$ cat src/rtl/ltl_event_logger.sv
// ltl_event_logger: timestamps non-zero LTL property flag vectors and queues them for a
// valid/ready reporting path. It also keeps sticky flags, saturating per-property hit
// counters and a saturating drop counter for software readout.
//
// Ports:
//   clk        rising-edge clock
//   reset      synchronous active-low reset (0 = reset)
//   run        monitor enable; gates timestamp, capture and statistics
//   hits       per-property result flags from the cluster
//   clear      synchronous clear of sticky, hit counters, drop counter and pending overflow
//   evt_valid  FIFO head record available
//   evt_ready  consumer accepts the head record
//   evt_ts     timestamp of the head record (0 when empty)
//   evt_hits   flag vector of the head record (0 when empty)
//   evt_ovf    records were dropped immediately before the head record (0 when empty)
//   sticky     OR of all hits since the last reset or clear
//   cnt_sel    hit counter index for readout
//   cnt_val    selected hit counter (0 for an out-of-range index)
//   drop_cnt   saturating count of dropped records
module ltl_event_logger #(
  parameter int unsigned NUM_PROPS = 9,
  parameter int unsigned TS_W      = 16,
  parameter int unsigned DEPTH     = 4,
  parameter int unsigned CNT_W     = 8
) (
  input  logic                 clk,
  input  logic                 reset,
  input  logic                 run,
  input  logic [NUM_PROPS-1:0] hits,
  input  logic                 clear,
  output logic                 evt_valid,
  input  logic                 evt_ready,
  output logic [TS_W-1:0]      evt_ts,
  output logic [NUM_PROPS-1:0] evt_hits,
  output logic                 evt_ovf,
  output logic [NUM_PROPS-1:0] sticky,
  input  logic [3:0]           cnt_sel,
  output logic [CNT_W-1:0]     cnt_val,
  output logic [CNT_W-1:0]     drop_cnt
);

  localparam int unsigned PtrW = $clog2(DEPTH);
  localparam logic [PtrW:0] FullCnt = (PtrW + 1)'(DEPTH);

  // Record storage; only the occupancy/pointers need reset since empty heads read as 0.
  logic [TS_W-1:0]      ts_mem_q   [DEPTH];
  logic [NUM_PROPS-1:0] hits_mem_q [DEPTH];
  logic                 ovf_mem_q  [DEPTH];

  logic [PtrW-1:0]      wr_ptr_q, rd_ptr_q;
  logic [PtrW:0]        count_q;
  logic [TS_W-1:0]      ts_q;
  logic                 pend_ovf_q;
  logic [NUM_PROPS-1:0] sticky_q;
  logic [CNT_W-1:0]     cnt_q [NUM_PROPS];
  logic [CNT_W-1:0]     drop_q;

  logic capture, full, pop, push, drop;

  assign capture = run && (hits != '0);
  assign full    = (count_q == FullCnt);
  assign pop     = evt_valid && evt_ready;
  // A full FIFO still accepts a push when the head leaves in the same cycle.
  assign push    = capture && (!full || pop);
  assign drop    = capture && full && !pop;

  always_ff @(posedge clk) begin
    if (push) begin
      ts_mem_q[wr_ptr_q]   <= ts_q;
      hits_mem_q[wr_ptr_q] <= hits;
      ovf_mem_q[wr_ptr_q]  <= pend_ovf_q;
    end
  end

  always_ff @(posedge clk) begin
    if (!reset) begin
      ts_q       <= '0;
      wr_ptr_q   <= '0;
      rd_ptr_q   <= '0;
      count_q    <= '0;
      pend_ovf_q <= 1'b0;
      sticky_q   <= '0;
      drop_q     <= '0;
      for (int i = 0; i < NUM_PROPS; i++) begin
        cnt_q[i] <= '0;
      end
    end else begin
      if (run) begin
        ts_q <= ts_q + TS_W'(1);
      end
      if (push) begin
        wr_ptr_q <= wr_ptr_q + PtrW'(1);
      end
      if (pop) begin
        rd_ptr_q <= rd_ptr_q + PtrW'(1);
      end
      if (push && !pop) begin
        count_q <= count_q + (PtrW + 1)'(1);
      end else if (pop && !push) begin
        count_q <= count_q - (PtrW + 1)'(1);
      end

      // Clear wins over any same-cycle statistics update.
      if (clear) begin
        sticky_q   <= '0;
        drop_q     <= '0;
        pend_ovf_q <= 1'b0;
        for (int i = 0; i < NUM_PROPS; i++) begin
          cnt_q[i] <= '0;
        end
      end else begin
        if (run) begin
          sticky_q <= sticky_q | hits;
        end
        if (drop && (drop_q != '1)) begin
          drop_q <= drop_q + CNT_W'(1);
        end
        if (drop) begin
          pend_ovf_q <= 1'b1;
        end else if (push) begin
          pend_ovf_q <= 1'b0;
        end
        for (int i = 0; i < NUM_PROPS; i++) begin
          if (run && hits[i] && (cnt_q[i] != '1)) begin
            cnt_q[i] <= cnt_q[i] + CNT_W'(1);
          end
        end
      end
    end
  end

  assign evt_valid = (count_q != '0);
  assign evt_ts    = evt_valid ? ts_mem_q[rd_ptr_q]   : '0;
  assign evt_hits  = evt_valid ? hits_mem_q[rd_ptr_q] : '0;
  assign evt_ovf   = evt_valid ? ovf_mem_q[rd_ptr_q]  : 1'b0;
  assign sticky    = sticky_q;
  assign drop_cnt  = drop_q;

  always_comb begin
    cnt_val = '0;
    for (int i = 0; i < NUM_PROPS; i++) begin
      if (cnt_sel == 4'(i)) begin
        cnt_val = cnt_q[i];
      end
    end
  end

endmodule
$ cat config.mk
export PLATFORM = sky130hd
export DESIGN_NAME = ltl_event_logger
export DESIGN_NICKNAME = d
export VERILOG_FILES = /design/src/rtl/ltl_event_logger.sv
export SDC_FILE = /design/constraint.sdc
export NUM_CORES = 1
export LEC_CHECK = 0
export ABC_CLOCK_PERIOD_IN_PS = 3300
export CORE_MARGIN = 8
export CORE_UTILIZATION = 59
export DETAILED_ROUTE_END_ITERATION = 16
export PLACE_DENSITY = 0.8
export SYNTH_ARGS = -nofsm -noshare
export SYNTH_HDL_FRONTEND = slang
export SYNTH_SLANG_ARGS = --single-unit
export TNS_END_PERCENT = 5
$ cat constraint.sdc
create_clock -name clk -period 3.3 [get_ports clk]
set_input_delay 0.66 -clock clk [delete_from_list [all_inputs] [get_ports clk]]
set_output_delay 0.66 -clock clk [all_outputs]
set_load 0.01 [all_outputs]
==> run summary, run 1 <==
The critical path starts at cnt_sel[0]. Once detailed placement completed, the half-perimeter wirelength came to 16100 µm. For the number of nets still failing antenna checks after routing, the log shows 0. The run gives 21880 µm² as the overall die area. The synthesized design spends more area on one cell type than any other, namely sky130_fd_sc_hd__edfxtp_1. Across the whole layout, storage elements account for 6147 µm². By instance count, the cell type seen most on the critical path is sky130_fd_sc_hd__clkdlybuf4s50_1. The number of antenna violations at the first check in global routing was 0; the maximum VDD drop was 0.5120 mV. The setup slack of the worst register-to-register path was 630 ps. The tools report the number of buffers added for setup after CTS as 0. The part of the power in combinational logic came out at 0.230. The synthesized design contains 219 register bits. The first global-routing pass estimated 38710 µm of wire.

For hold timing, the worst endpoint is sticky[1]$_SDFFE_PP0P_. The worst endpoint data arrival time is 2550 ps, and the share of the clock period used by the worst path after layout is 0.9730. The largest fanout on the critical path was 9; the largest stage delay on the critical path was 500 ps.

The run gives 0 as the remaining global-route overflow. Compared with the post-synthesis result, the final layout area differs by 18.94%. During synthesis, Yosys emitted a total of 0 warnings. The logs give 0 for the total count of hold-check failures in the final report and 24380 µm for the total detailed-routing wirelength. After synthesis, the mean cell area works out to 13.08 µm². The tools report the sort of element at the start of the critical path as a primary input. The run gives 2.297 mW as the power dissipated by switching net loads. The synthesized design contains 176 enable-type register cells. Number of nets at the end of the flow: 900. The worst register-to-register path ends at count_q[2]$_SDFFE_PN0P_.

Walking the worst path, the cells encountered are clkdlybuf4s50_1 -> buf_12 -> mux4_2 -> mux2i_1 -> o21ai_0 -> clkdlybuf4s50_1. The total power density per cell area was 676.8 nW/µm²; the number of distinct library cells after synthesis was 56. The run gives 5.967 mW as the internal power.

In the synthesized netlist, the cells that appear most often are 176 x sky130_fd_sc_hd__edfxtp_1, 72 x sky130_fd_sc_hd__a31oi_1, 46 x sky130_fd_sc_hd__nand2_1. The worst max-slew margin expressed relative to the limit is 0.3512, and the last weighted congestion value of the routability-driven placer is 0.8829. The depth of the CTS H-tree was 1. The type of element capturing the critical path is a primary output. The flow ran to the end, and the final reports show no timing, DRC or antenna violations. For this run, the detailed router's first-pass iteration total came to 5. After filler insertion, the fill cell instance count of the layout stands at 1147. In this run, CTS created clock tree buffers numbering 23.

Counting every instance in the synthesized netlist gives 785. Setup violations remaining at the end of the flow were counted as 0. The quantity of I/O buffers inserted on ports was 69. The clock network power share is 0.337, and the initial standard-cell utilization of the core is 0.5977. The number of maximum-capacitance violations is 0. The run gives 0.433 as the sequential share of power. The dominant cell by count in the synthesized netlist is sky130_fd_sc_hd__edfxtp_1. Share of final-layout standard cells stronger than drive strength 1: 0.1542. The count of antenna diodes in the layout came out at 0. Setup repair after global routing left no endpoint under its margin. Counting both buffers and inverters, the worst setup path holds a total of 3. The number of ports placed on the die boundary is 70, and the fraction of the core area covered by cells at the end of the flow is 0.7109.

The startpoint identified for the worst hold timing path is sticky[1]$_SDFFE_PP0P_. The number of DRC violations after detailed-routing iteration 0 is 860. The worst hold slack after final layout was 451.9 ps; the number of remaining DRC errors was 0. The family of cells with the greatest summed delay on the critical path was buffers and inverters. The time the worst path needs with I/O delays and setup was 3211 ps.

The run gives 11370 µm² as the instance area after placement. At the later pin of the worst-skew pair, clock insertion delay measures 520 ps. The mapped netlist covers 10270 µm². The run gives 4.143 nW as the static leakage power. The worst hold path belongs to the class reg -> reg. The startpoint identified for the worst register-to-register timing path is count_q[0]$_SDFFE_PN0P_. Clock-pin slew was measured on the worst setup and hold paths at 60 ps. The tools report the net count after synthesis as 820.

For the worst flop-to-flop path, the logic depth is 8. TritonCTS built the clock tree. CTS placed an instance of sky130_fd_sc_hd__clkbuf_16 at the clock tree root.

The share of the synthesized area in the top cell type was 0.5148. The count of cells along the worst hold path is 2. After routing the design area is 12210 µm².

The required time of the critical path came out at 2640 ps. The floorplan step set the die height to 147.9 µm. Among all flip-flop cells after synthesis, the most frequent one is sky130_fd_sc_hd__edfxtp_1.

The switching share of power came out at 0.2780. Standard cell with the maximum stage delay on the critical path: sky130_fd_sc_hd__clkdlybuf4s50_1. The number of global-route vias before repair came out at 7184.

The floorplan die width was 147.9 µm; the final count of pins violating max slew was 0. For the final database, setup skew stands at 16.38 ps. The tools report the number of sinks driven by the clock tree as 219. The number of hold buffers added after cts was 0. Sorting the synthesized cells by area gives the leading types as sky130_fd_sc_hd__edfxtp_1 51%, sky130_fd_sc_hd__dfxtp_1 8.4%, sky130_fd_sc_hd__mux4_2 7.7%, sky130_fd_sc_hd__a31oi_1 4.4%, sky130_fd_sc_hd__xor2_1 3.1%.

Post-detailed-route wirelength per cell: 22.03 µm. In the final layout, the multi-input gates occupy 3870 µm². After floorplanning, the core was divided into 48 placement rows. Timing would allow up to 311.4 MHz. The via density per instance came out at 6.388.

The logs give -118.7 ps for the worst setup slack before clock tree synthesis and 0.5987 for the sequential area share after synthesis. Entering global routing, the biggest net connects 57 pins. The share of flip-flops with an asynchronous set or reset after synthesis came out at 0.

In this run the deepest clock path goes through 3 buffers. The global-route total usage across every layer is 0.2221, and the actual slew at the worst max-slew pin is 965.7 ps. In this run the standard cell core region covers 17180 µm². The worst setup path is of the in -> out kind. Summing over every cut layer, the via total after detailed routing is 7072.

The worst setup margin was 89.01 ps.
-- final cells by class --
cell class                 instances  area share
sequential                       219      0.5034
multi-input combinational        497      0.3169
timing repair buffer             106     0.08300
clock buffer                      25     0.04939
tap                              225     0.02306
clock inverter                    17     0.01865
inverter                          18    0.005533
-- layer usage --
layer  part of all wire  vias to the layer above  global-route usage
met2               0.50                      324              0.3686
met4              0.037                        0             0.09077
met1               0.39                     3487              0.2827
met3              0.078                       63             0.04188
met5                  0                        -                   0
li1                   -                     3198                   -
-- worst reg2reg max path: stages, from the launching register on --
cell and delay [ps]:
sky130_fd_sc_hd__dfxtp_1 370, sky130_fd_sc_hd__or3_2 740, sky130_fd_sc_hd__nand2_1 240, sky130_fd_sc_hd__ha_1 210
sky130_fd_sc_hd__inv_1 60, sky130_fd_sc_hd__fa_1 370, sky130_fd_sc_hd__xor2_1 150, sky130_fd_sc_hd__or3_1 300
sky130_fd_sc_hd__a21oi_1 160
-- worst max path at each step --
stage          depth (start not counted)  slack (ps)                      end
6_report                               6          90               cnt_val[0]
5_1_grt                                6          20               cnt_val[0]
4_1_cts                                6         -70               cnt_val[2]
3_5_place_dp                           6        -120               cnt_val[5]
3_3_place_gp                           6         -80               cnt_val[2]
2_1_floorplan                          8         620  count_q[2]$_SDFFE_PN0P_
-- power by group through the flow --
stage                     clock network [mW]  registers, mW  logic (mW)
after floorplan                            0           3.51        1.15
after global placement                     0           3.60        1.86
after detailed placement                   0           3.62        1.92
after CTS                               2.81           3.57        1.94
after global routing                    2.90           3.60        2.06
final                                   2.78           3.58        1.90
-- per-stage QoR --
step	instances	power [mW]	setup TNS (ps)
after global routing	1107	8.572	0
after global placement	1065	5.461	-444.7
after detailed placement	1065	5.538	-470.6
after CTS	1107	8.315	-74.15
after floorplan	785	4.660	0
final	1107	8.264	0
-- flip-flops by register name, summed over array words and instances, names as in the netlist, named ones only --
signal / count
count_q: 3
cnt_q: 72
ts_q: 16
ovf_mem_q: 4
pend_ovf_q: 1
sticky: 9
wr_ptr_q: 2
ts_mem_q: 64
hits_mem_q: 36
drop_cnt: 8
rd_ptr_q: 2
-- placed cells by master, fill, tap and decap left out, drive strengths merged, types with 3 or more instances in the layout --
cell and instances:
xnor2 33, and2 33, or4 4, clkdlybuf4s50 62, dfxtp 43, nor2 38
o31ai 3, and4 4, a21oi 20, nand2b 5, or2 4, nand4 10
nand3 36, a22oi 12, o311ai 5, clkinv 7, mux4 35, buf 37
clkinvlp 4, nor4 3, clkbuf 25, bufinv 4, ha 16, mux2 6
xor2 36, mux2i 6, dlygate4sd2 6, o21ai 11, nand2 46, and3 13
edfxtp 176, or3 9, o221ai 8, nor3 9, inv 20, a31oi 72
-- cell families (layout without fill, tap and decap cells) --
| logic type | count (synthesis) | count (layout) | synth area share |
|---|---|---|---|
| AOI/OAI and AO/OA | 142 | 142 | 0.09080 |
| xor gates and xnor gates | 69 | 69 | 0.05887 |
| adders and majority gates | 17 | 17 | 0.02145 |
| buffers and inverters | 69 | 166 | 0.02584 |
| DFF | 219 | 219 | 0.5987 |
| muxes | 47 | 47 | 0.08921 |
| and+or+nand+nor | 222 | 222 | 0.1152 |
-- what timing repair did --
action                     4_1_cts  5_1_grt
setup endpoints to repair        7        1
hold endpoints to repair         0        0
gates resized for setup          8        3
pin swaps                        0        0
Note: power is estimated with default switching activity, not from simulation.
==> inputs of run 2 (changes only) <==
--- a/config.mk
+++ b/config.mk
@@ -6,10 +6,11 @@
 export NUM_CORES = 1
 export LEC_CHECK = 0
 export ABC_CLOCK_PERIOD_IN_PS = 3300
-export CORE_MARGIN = 8
+export CORE_MARGIN = 2
 export CORE_UTILIZATION = 59
 export DETAILED_ROUTE_END_ITERATION = 16
 export PLACE_DENSITY = 0.8
+export SKIP_LAST_GASP = 1
 export SYNTH_ARGS = -nofsm -noshare
 export SYNTH_HDL_FRONTEND = slang
 export SYNTH_SLANG_ARGS = --single-unit
==> run 2 against run 1 <==
The run now ends with setup timing left; sequential power is essentially flat; sequential share of layout area increased by 0.68 points; worst setup slack got worse by 210 ps; fmax is 6.2% lower; sequential cell count unchanged; die area shrank 16%; total power down 5.3%; clock-buffer cell count grew 3; global-route usage up 3.6 points; via count is 0.21% lower; cell area fell by 1.3%; clock skew fell by 4.0 ps; critical path type unchanged.
==> run summary, run 2 (synthesis gave the netlist of run 1 again) <==
The run finished, with violations left. The final reports fail on setup timing. The core area is 17180 µm² (unchanged), and the required time of the critical path is 2640 ps (about the same). The logs give 53 (-7.0%) for the largest net degree at the start of global routing and 0 (unchanged) for the remaining global-route overflow. The instance area after placement is 11350 µm² (-0.15%), and the number of setup violations in the final report is 5 (+5). Class of the tightest hold or removal check: reg -> reg. For the final count of pins violating max slew, the log shows 0 (unchanged).

The path with the worst hold slack has its endpoint at sticky[1]$_SDFFE_PP0P_. The number of remaining DRC errors came out at 0 (unchanged). The post-detailed-route wirelength per cell works out to 21.24 µm (-3.5%). The logs give 0.243 (+0.013) for the part of the power in combinational logic and 0 (unchanged) for the number of buffers added for setup after CTS. The run gives 4.042 nW (-2.4%) as the static leakage power. The maximum clock frequency is 292.2 MHz (-6.2%). Total count of hold-check failures in the final report: 0 (unchanged).

In this run the critical register-to-register path is launched from count_q[0]$_SDFFE_PN0P_. The tools report the fraction of the core area covered by cells at the end of the flow as 0.7013 (-0.009543). Counting flops per register, the top entry is cnt_q. In the final layout, the registers with the most flip-flops are cnt_q x72, ts_mem_q x64, hits_mem_q x36. The clock-pin transition on the worst setup and hold timing paths was 60 ps (about the same); the overall power was 7.826 mW (-5.3%). Type of element capturing the critical path: a primary output. The number of global-route vias before repair was 6958 (-3.1%); the share of final-layout standard cells stronger than drive strength 1 was 0.1362 (-0.01804). Critical path class: in -> out.

The logs give -122.1 ps (-211.1 ps) for the worst setup margin and 70 (unchanged) for the number of ports placed on the die boundary. For the number of antenna violations at the first check in global routing, the log shows 1 (+1). Setup repair after global routing could not meet its margin everywhere.

The count of cells along the worst hold path was 2 (unchanged); the final worst clock skew was 12.42 ps (-3.958 ps). Depth of the CTS H-tree: 1 (unchanged). The worst hold path startpoint is sticky[1]$_SDFFE_PP0P_. The floorplan die width was 135.9 µm (-8.1%); the total power density per cell area was 649.6 nW/µm² (-4.0%). The quantity of I/O buffers inserted on ports is 69 (unchanged). The overall die area was 18470 µm² (-16%). The maximum count of clock buffers along a single path was 3 (unchanged); the time the worst path needs with I/O delays and setup was 3422 ps (+211.1 ps). The logs give 12050 µm² (-1.3%) for the final instance area and 7 (+2) for the first-pass iteration count of the detailed router. The cell depth of the worst flop-to-flop path is 8 (unchanged).

Switching share of power: 0.2770 (-0.0009335). The run gives 0.5199 mV (+1.5%) as the maximum VDD drop. CTS placed an instance of sky130_fd_sc_hd__clkbuf_16 at the clock tree root.

The largest fanout on the critical path was 10 (+1). The sort of element at the start of the critical path was a primary input. The logs give 0.456 (+0.023) for the sequential share of power and 590 ps (-40 ps) for the setup slack of the worst register-to-register path. The tools report the number of nets at the end of the flow as 895 (-0.56%).

The logs give 23370 µm (-4.2%) for the total detailed-routing wirelength and 2.168 mW (-5.6%) for the power dissipated by switching net loads. The initial standard-cell utilization of the core was 0.5977 (unchanged); the first-pass GRT wire length was 37180 µm (-3.9%). The last weighted congestion value of the routability-driven placer was 0.9538 (+8.0%); the global-route total usage across every layer was 0.2580 (+0.03584).

The run gives 666 (-23%) as the number of DRC violations after detailed-routing iteration 0. For the total via count after detailed routing, the log shows 7057 (-0.21%). The library cells used most frequently in the layout, excluding fill and tap cells, are 176 x sky130_fd_sc_hd__edfxtp_1, 72 x sky130_fd_sc_hd__a31oi_1, 67 x sky130_fd_sc_hd__clkdlybuf4s50_1.

TritonCTS built the clock tree. Worst setup slack before clock tree synthesis: -142.8 ps (-24.09 ps). The worst endpoint data arrival time is 2760 ps (+210 ps), and the CTS buffer count is 22 (-4.3%). The tools report the clock latency of the later-clocked register in the worst-skew pair as 510 ps (about the same). The actual slew at the worst max-slew pin works out to 962.1 ps (-3.606 ps). The most common library cell in the layout ignoring fill and taps is sky130_fd_sc_hd__edfxtp_1.

The worst max-slew margin expressed relative to the limit came out at 0.3537 (+0.002423). The tools report the clock network power share as 0.300 (-0.037). The run gives 0 (unchanged) as the number of hold buffers added after cts. The area growth from synthesis to layout is 17.34%.

The tools report the number of sinks driven by the clock tree as 219 (unchanged). For the count of standard-cell rows, the log shows 48 (unchanged). The internal power was 5.658 mW (-5.2%). Share of the clock period used by the worst path after layout: 1.037 (+0.06396). The number of maximum-capacitance violations is 0 (unchanged), and the number of flip-flops in the largest register is 72 (unchanged). The worst reg2reg path endpoint was count_q[2]$_SDFFE_PN0P_.

For the HPWL after detailed placement, the log shows 15460 µm (-4.0%). The worst hold slack after final layout came out at 453.5 ps (+1.635 ps). The filler cell count is 1144 (-0.26%), and the via density per instance is 6.415 (+0.42%).

The die height was 135.9 µm (-8.1%); the number of nets still failing antenna checks after routing was 0 (unchanged).
## run 2: worst max-delay path by stage
stage | startpoint | end | slack [ps] | cells past startpoint
CTS | cnt_sel[0] | cnt_val[5] | -110 | 6
global placement | cnt_sel[0] | cnt_val[5] | -70 | 7
finish | cnt_sel[0] | cnt_val[2] | -120 | 6
global route | cnt_sel[0] | cnt_val[4] | -160 | 6
detailed placement | cnt_sel[0] | cnt_val[5] | -140 | 7
floorplan | hits[3] | count_q[2]$_SDFFE_PN0P_ | 620 | 8
## run 2: timing repair
action                                  4_1_cts  5_1_grt
endpoints found under the setup margin        7        7
resized for setup                             4        3
endpoints found under the hold margin         0        0
## run 2: critical path, cell delays in order
cell,delay [ps]
sky130_fd_sc_hd__clkdlybuf4s50_1,530
sky130_fd_sc_hd__buf_12,160
sky130_fd_sc_hd__mux4_2,520
sky130_fd_sc_hd__a22oi_2,240
sky130_fd_sc_hd__o221ai_1,150
sky130_fd_sc_hd__clkdlybuf4s50_1,500
## run 2: per-layer routing
layer / vias up / share of wire / track usage / routed length, µm
li1: 3181 / - / - / -
met1: 3493 / 0.40 / 0.3507 / 9358
met2: 331 / 0.50 / 0.4304 / 11670
met3: 52 / 0.071 / 0.04474 / 1670
met4: 0 / 0.029 / 0.07755 / 667
met5: - / 0 / 0 / 0
## run 2: cell type report
cell class / instances / area (µm²) / share of cell area
sequential: 219 / 6147 / 0.5103
multi-input combinational: 497 / 3870 / 0.3212
timing repair buffer: 102 / 1006 / 0.08351
clock buffer: 28 / 593.1 / 0.04923
tap: 225 / 281.5 / 0.02337
clock inverter: 10 / 78.83 / 0.006543
inverter: 18 / 67.56 / 0.005609
antenna: 1 / 2.502 / 0.0002077
## run 2: stage by stage
step | TNS [ps] | instances
6_report | -448.0 | 1100
5_1_grt | -732.8 | 1100
4_1_cts | -493.9 | 1099
3_5_place_dp | -777.6 | 1061
3_3_place_gp | -379.0 | 1061
2_1_floorplan | 0 | 785
## run 2: power groups by stage
stage | sequential [mW] | clock [mW] | combinational [mW]
2_1_floorplan | 3.51 | 0 | 1.15
3_3_place_gp | 3.60 | 0 | 1.85
3_5_place_dp | 3.61 | 0 | 1.91
4_1_cts | 3.56 | 2.37 | 1.93
5_1_grt | 3.59 | 2.47 | 2.07
6_report | 3.57 | 2.35 | 1.91
==> inputs of run 3 (changes only) <==
--- a/config.mk
+++ b/config.mk
@@ -6,10 +6,10 @@
 export NUM_CORES = 1
 export LEC_CHECK = 0
 export ABC_CLOCK_PERIOD_IN_PS = 3300
-export CORE_MARGIN = 2
 export CORE_UTILIZATION = 59
 export DETAILED_ROUTE_END_ITERATION = 16
 export PLACE_DENSITY = 0.8
+export RECOVER_POWER = 50
 export SKIP_LAST_GASP = 1
 export SYNTH_ARGS = -nofsm -noshare
 export SYNTH_HDL_FRONTEND = slang
==> run 3 against run 2 <==
The flow still finishes with violations (setup timing); worst hold slack better by 4.6 ps; non-clock buffer count rose by 1; global-route usage grew 0.78 points; first-iteration DRC count fell by 9.6%; register-to-register slack better by 30 ps; die area down 2.9%; utilization grew 2.1 points; fmax increased by 0.65%; critical path type unchanged; critical endpoint is now cnt_val[7].
==> run summary, run 3 (synthesis gave the netlist of run 1 again) <==
The number of sinks driven by the clock tree came out at 219 (unchanged). TritonCTS built the clock tree. The most critical setup path has its startpoint at cnt_sel[0]. The core area is 16760 µm² (-2.4%). The tools report the footprint of the multi-input gates as 3869 µm² (about the same). Floorplan die width: 133.9 µm (-1.5%).

Leaving out fill and tap cells, the most frequent cell in the layout is sky130_fd_sc_hd__edfxtp_1. The count of standard-cell rows came out at 47 (-2.1%). The run gives 8.074 mW (+3.2%) as the overall power. The register with the most flip-flops in the final layout is cnt_q. Setup repair after global routing could not meet its margin everywhere.

The largest fanout on the critical path was 11 (+1); the total power density per cell area was 667.3 nW/µm² (+2.7%). The slowest stage of the critical path belongs to the cell sky130_fd_sc_hd__clkdlybuf4s50_1. The worst max-slew margin expressed relative to the limit is 0.2084 (-0.1453).

The final instance area came out at 12100 µm² (+0.45%). The worst hold path startpoint is sticky[1]$_SDFFE_PP0P_. The clock-pin transition on the worst setup and hold timing paths is 60 ps (about the same). The number of DRC violations after detailed-routing iteration 0 was 602 (-9.6%); the maximum VDD drop was 0.4707 mV (-9.5%). Number of antenna violations at the first check in global routing: 0 (-1). The checks that failed: setup timing. The logs give 15570 µm (+0.70%) for the HPWL after detailed placement and 9.381 ps (-3.043 ps) for the final worst clock skew.

The total detailed-routing wirelength is 23380 µm (about the same), and the depth of the CTS H-tree is 1 (unchanged). The first-pass iteration count of the detailed router came out at 5 (-2). The most prevalent standard cell on the critical path is sky130_fd_sc_hd__clkdlybuf4s50_1.

Time the worst path needs with I/O delays and setup: 3400 ps (-22.19 ps). The logs give -471.3 ps (-23.27 ps) for the post-route setup TNS and -205.5 ps (-62.75 ps) for the worst setup slack before clock tree synthesis. The worst setup margin was -99.86 ps (+22.19 ps). The maximum clock frequency is 294.1 MHz (+0.65%), and the combined buffer and inverter count along the critical path is 3 (unchanged).

The instance area after placement was 11400 µm² (+0.45%). Total via count after detailed routing: 7038 (-0.27%). The die height came out at 133.9 µm (-1.5%). The critical path class is in -> out. Register cell area after layout: 6147 µm² (unchanged). The final count of pins violating max slew is 0 (unchanged).

The run gives 2740 ps (-20 ps) as the worst endpoint data arrival time. The share of the clock period used by the worst path after layout works out to 1.030 (-0.006725). The number of nets at the end of the flow is 897 (+0.22%), and the number of maximum-capacitance violations is 0 (unchanged). Placed cell count: 1057 (-0.38%). For the first-pass GRT wire length, the log shows 36940 µm (-0.65%). The signal on the critical path passes through clkdlybuf4s50_1 -> buf_12 -> mux4_2 -> a22oi_1 -> o221ai_1 -> clkdlybuf4s50_1. The worst register-to-register path begins at count_q[0]$_SDFFE_PN0P_.

Type of element capturing the critical path: a primary output. The largest net degree at the start of global routing was 73 (+38%); the share of final-layout standard cells stronger than drive strength 1 was 0.1274 (-0.008738). The via density per instance was 6.404 (-0.18%); the overall die area was 17930 µm² (-2.9%). The post-detailed-route wirelength per cell is 21.27 µm (+0.13%), and the initial standard-cell utilization of the core is 0.6125 (+0.01486). The final cell count without fillers is 1099 (-0.091%).

The cell family contributing the most delay on the critical path is buffers and inverters. The number of global-route vias before repair came out at 6903 (-0.79%). Compared with the post-synthesis result, the final layout area differs by 17.87%. The actual slew at the worst max-slew pin is 1187 ps (+225.3 ps).

In the layout the commonest cells are 176 x sky130_fd_sc_hd__edfxtp_1, 72 x sky130_fd_sc_hd__a31oi_1, 46 x sky130_fd_sc_hd__nand2_1. Count of antenna diodes in the layout: 0 (-1). The required time of the critical path was 2640 ps (about the same); the quantity of I/O buffers inserted on ports was 69 (unchanged). Number of flip-flops in the largest register: 72 (unchanged). The filler cell count was 1094 (-4.4%); the fraction of the core area covered by cells at the end of the flow was 0.7220 (+0.02065). STA classifies the critical path startpoint as a primary input.

The class of the tightest hold or removal check was reg -> reg. The logs give 500 ps (about the same) for the clock latency of the later-clocked register in the worst-skew pair and 0 (unchanged) for the remaining global-route overflow. Clock tree synthesis selected as its root buffer the cell sky130_fd_sc_hd__clkbuf_16. The number of buffers added for setup after CTS is 0 (unchanged), and the largest stage delay on the critical path is 520 ps (about the same). The run gives 3 (unchanged) as the maximum count of clock buffers along a single path. The worst hold slack after final layout is 458.1 ps (+4.589 ps). For the total count of hold-check failures in the final report, the log shows 0 (unchanged). The number of setup violations in the final report came out at 5 (unchanged). The largest registers in the layout are cnt_q x72, ts_mem_q x64, hits_mem_q x36. The logs give 0 (unchanged) for the number of remaining DRC errors and 70 (unchanged) for the number of ports placed on the die boundary. The CTS buffer count was 23 (+4.5%); the number of nets still failing antenna checks after routing was 0 (unchanged). The tools report the global-route total usage across every layer as 0.2658 (+0.007846).

The last weighted congestion value of the routability-driven placer was 0.9558 (+0.21%); the static leakage power was 4.117 nW (+1.9%). The flow ran to the end, but the final reports show violations.
run 3: layer usage:
layer	vias to the layer above	track usage	part of all wire
met4	0	0.1181	0.032
met2	311	0.4606	0.51
li1	3189	-	-
met5	-	0	0
met1	3486	0.3363	0.40
met3	52	0.03288	0.058
run 3: worst paths after layout:
check / to / slack, ps / cells after the start
worst max-delay path: cnt_val[7] / -100 / 6
worst min-delay path: sticky[1]$_SDFFE_PP0P_ / 460 / 2
worst max register to register: count_q[2]$_SDFFE_PN0P_ / 620 / 8
worst min register to register: sticky[1]$_SDFFE_PP0P_ / 460 / 2
run 3: cell type report:
class | instances | share of cell area
clock inverters | 11 | 0.01086
clock buffers | 31 | 0.05336
repair buffers | 103 | 0.07972
well taps | 220 | 0.02275
multi-input cells | 497 | 0.3197
flip-flops and latches | 219 | 0.5080
inverters | 18 | 0.005584
run 3: where the power goes:
group / switching (mW) / leakage, nW / internal [mW] / total [mW]
clock network: 1.01 / 0.387 / 1.60 / 2.62
registers: 0.254 / 2.09 / 3.31 / 3.56
logic: 0.890 / 1.64 / 1.00 / 1.89
run 3: worst register-to-register path, delay by kind of cell, from the launching register on:
kind	cells	cell delay, ps
fa+ha+maj	2	590
compound gates	1	140
buf+inv	1	60
simple gates	3	1270
flops	1	370
xor+xnor	1	160
run 3: repair_timing:
| item | in CTS | in global routing |
|---|---|---|
| resized for setup | 3 | 3 |
| setup endpoints to repair | 8 | 7 |
| hold endpoints to repair | 0 | 0 |
| pin swaps | 0 | 0 |
| hold buffers | 0 | 0 |
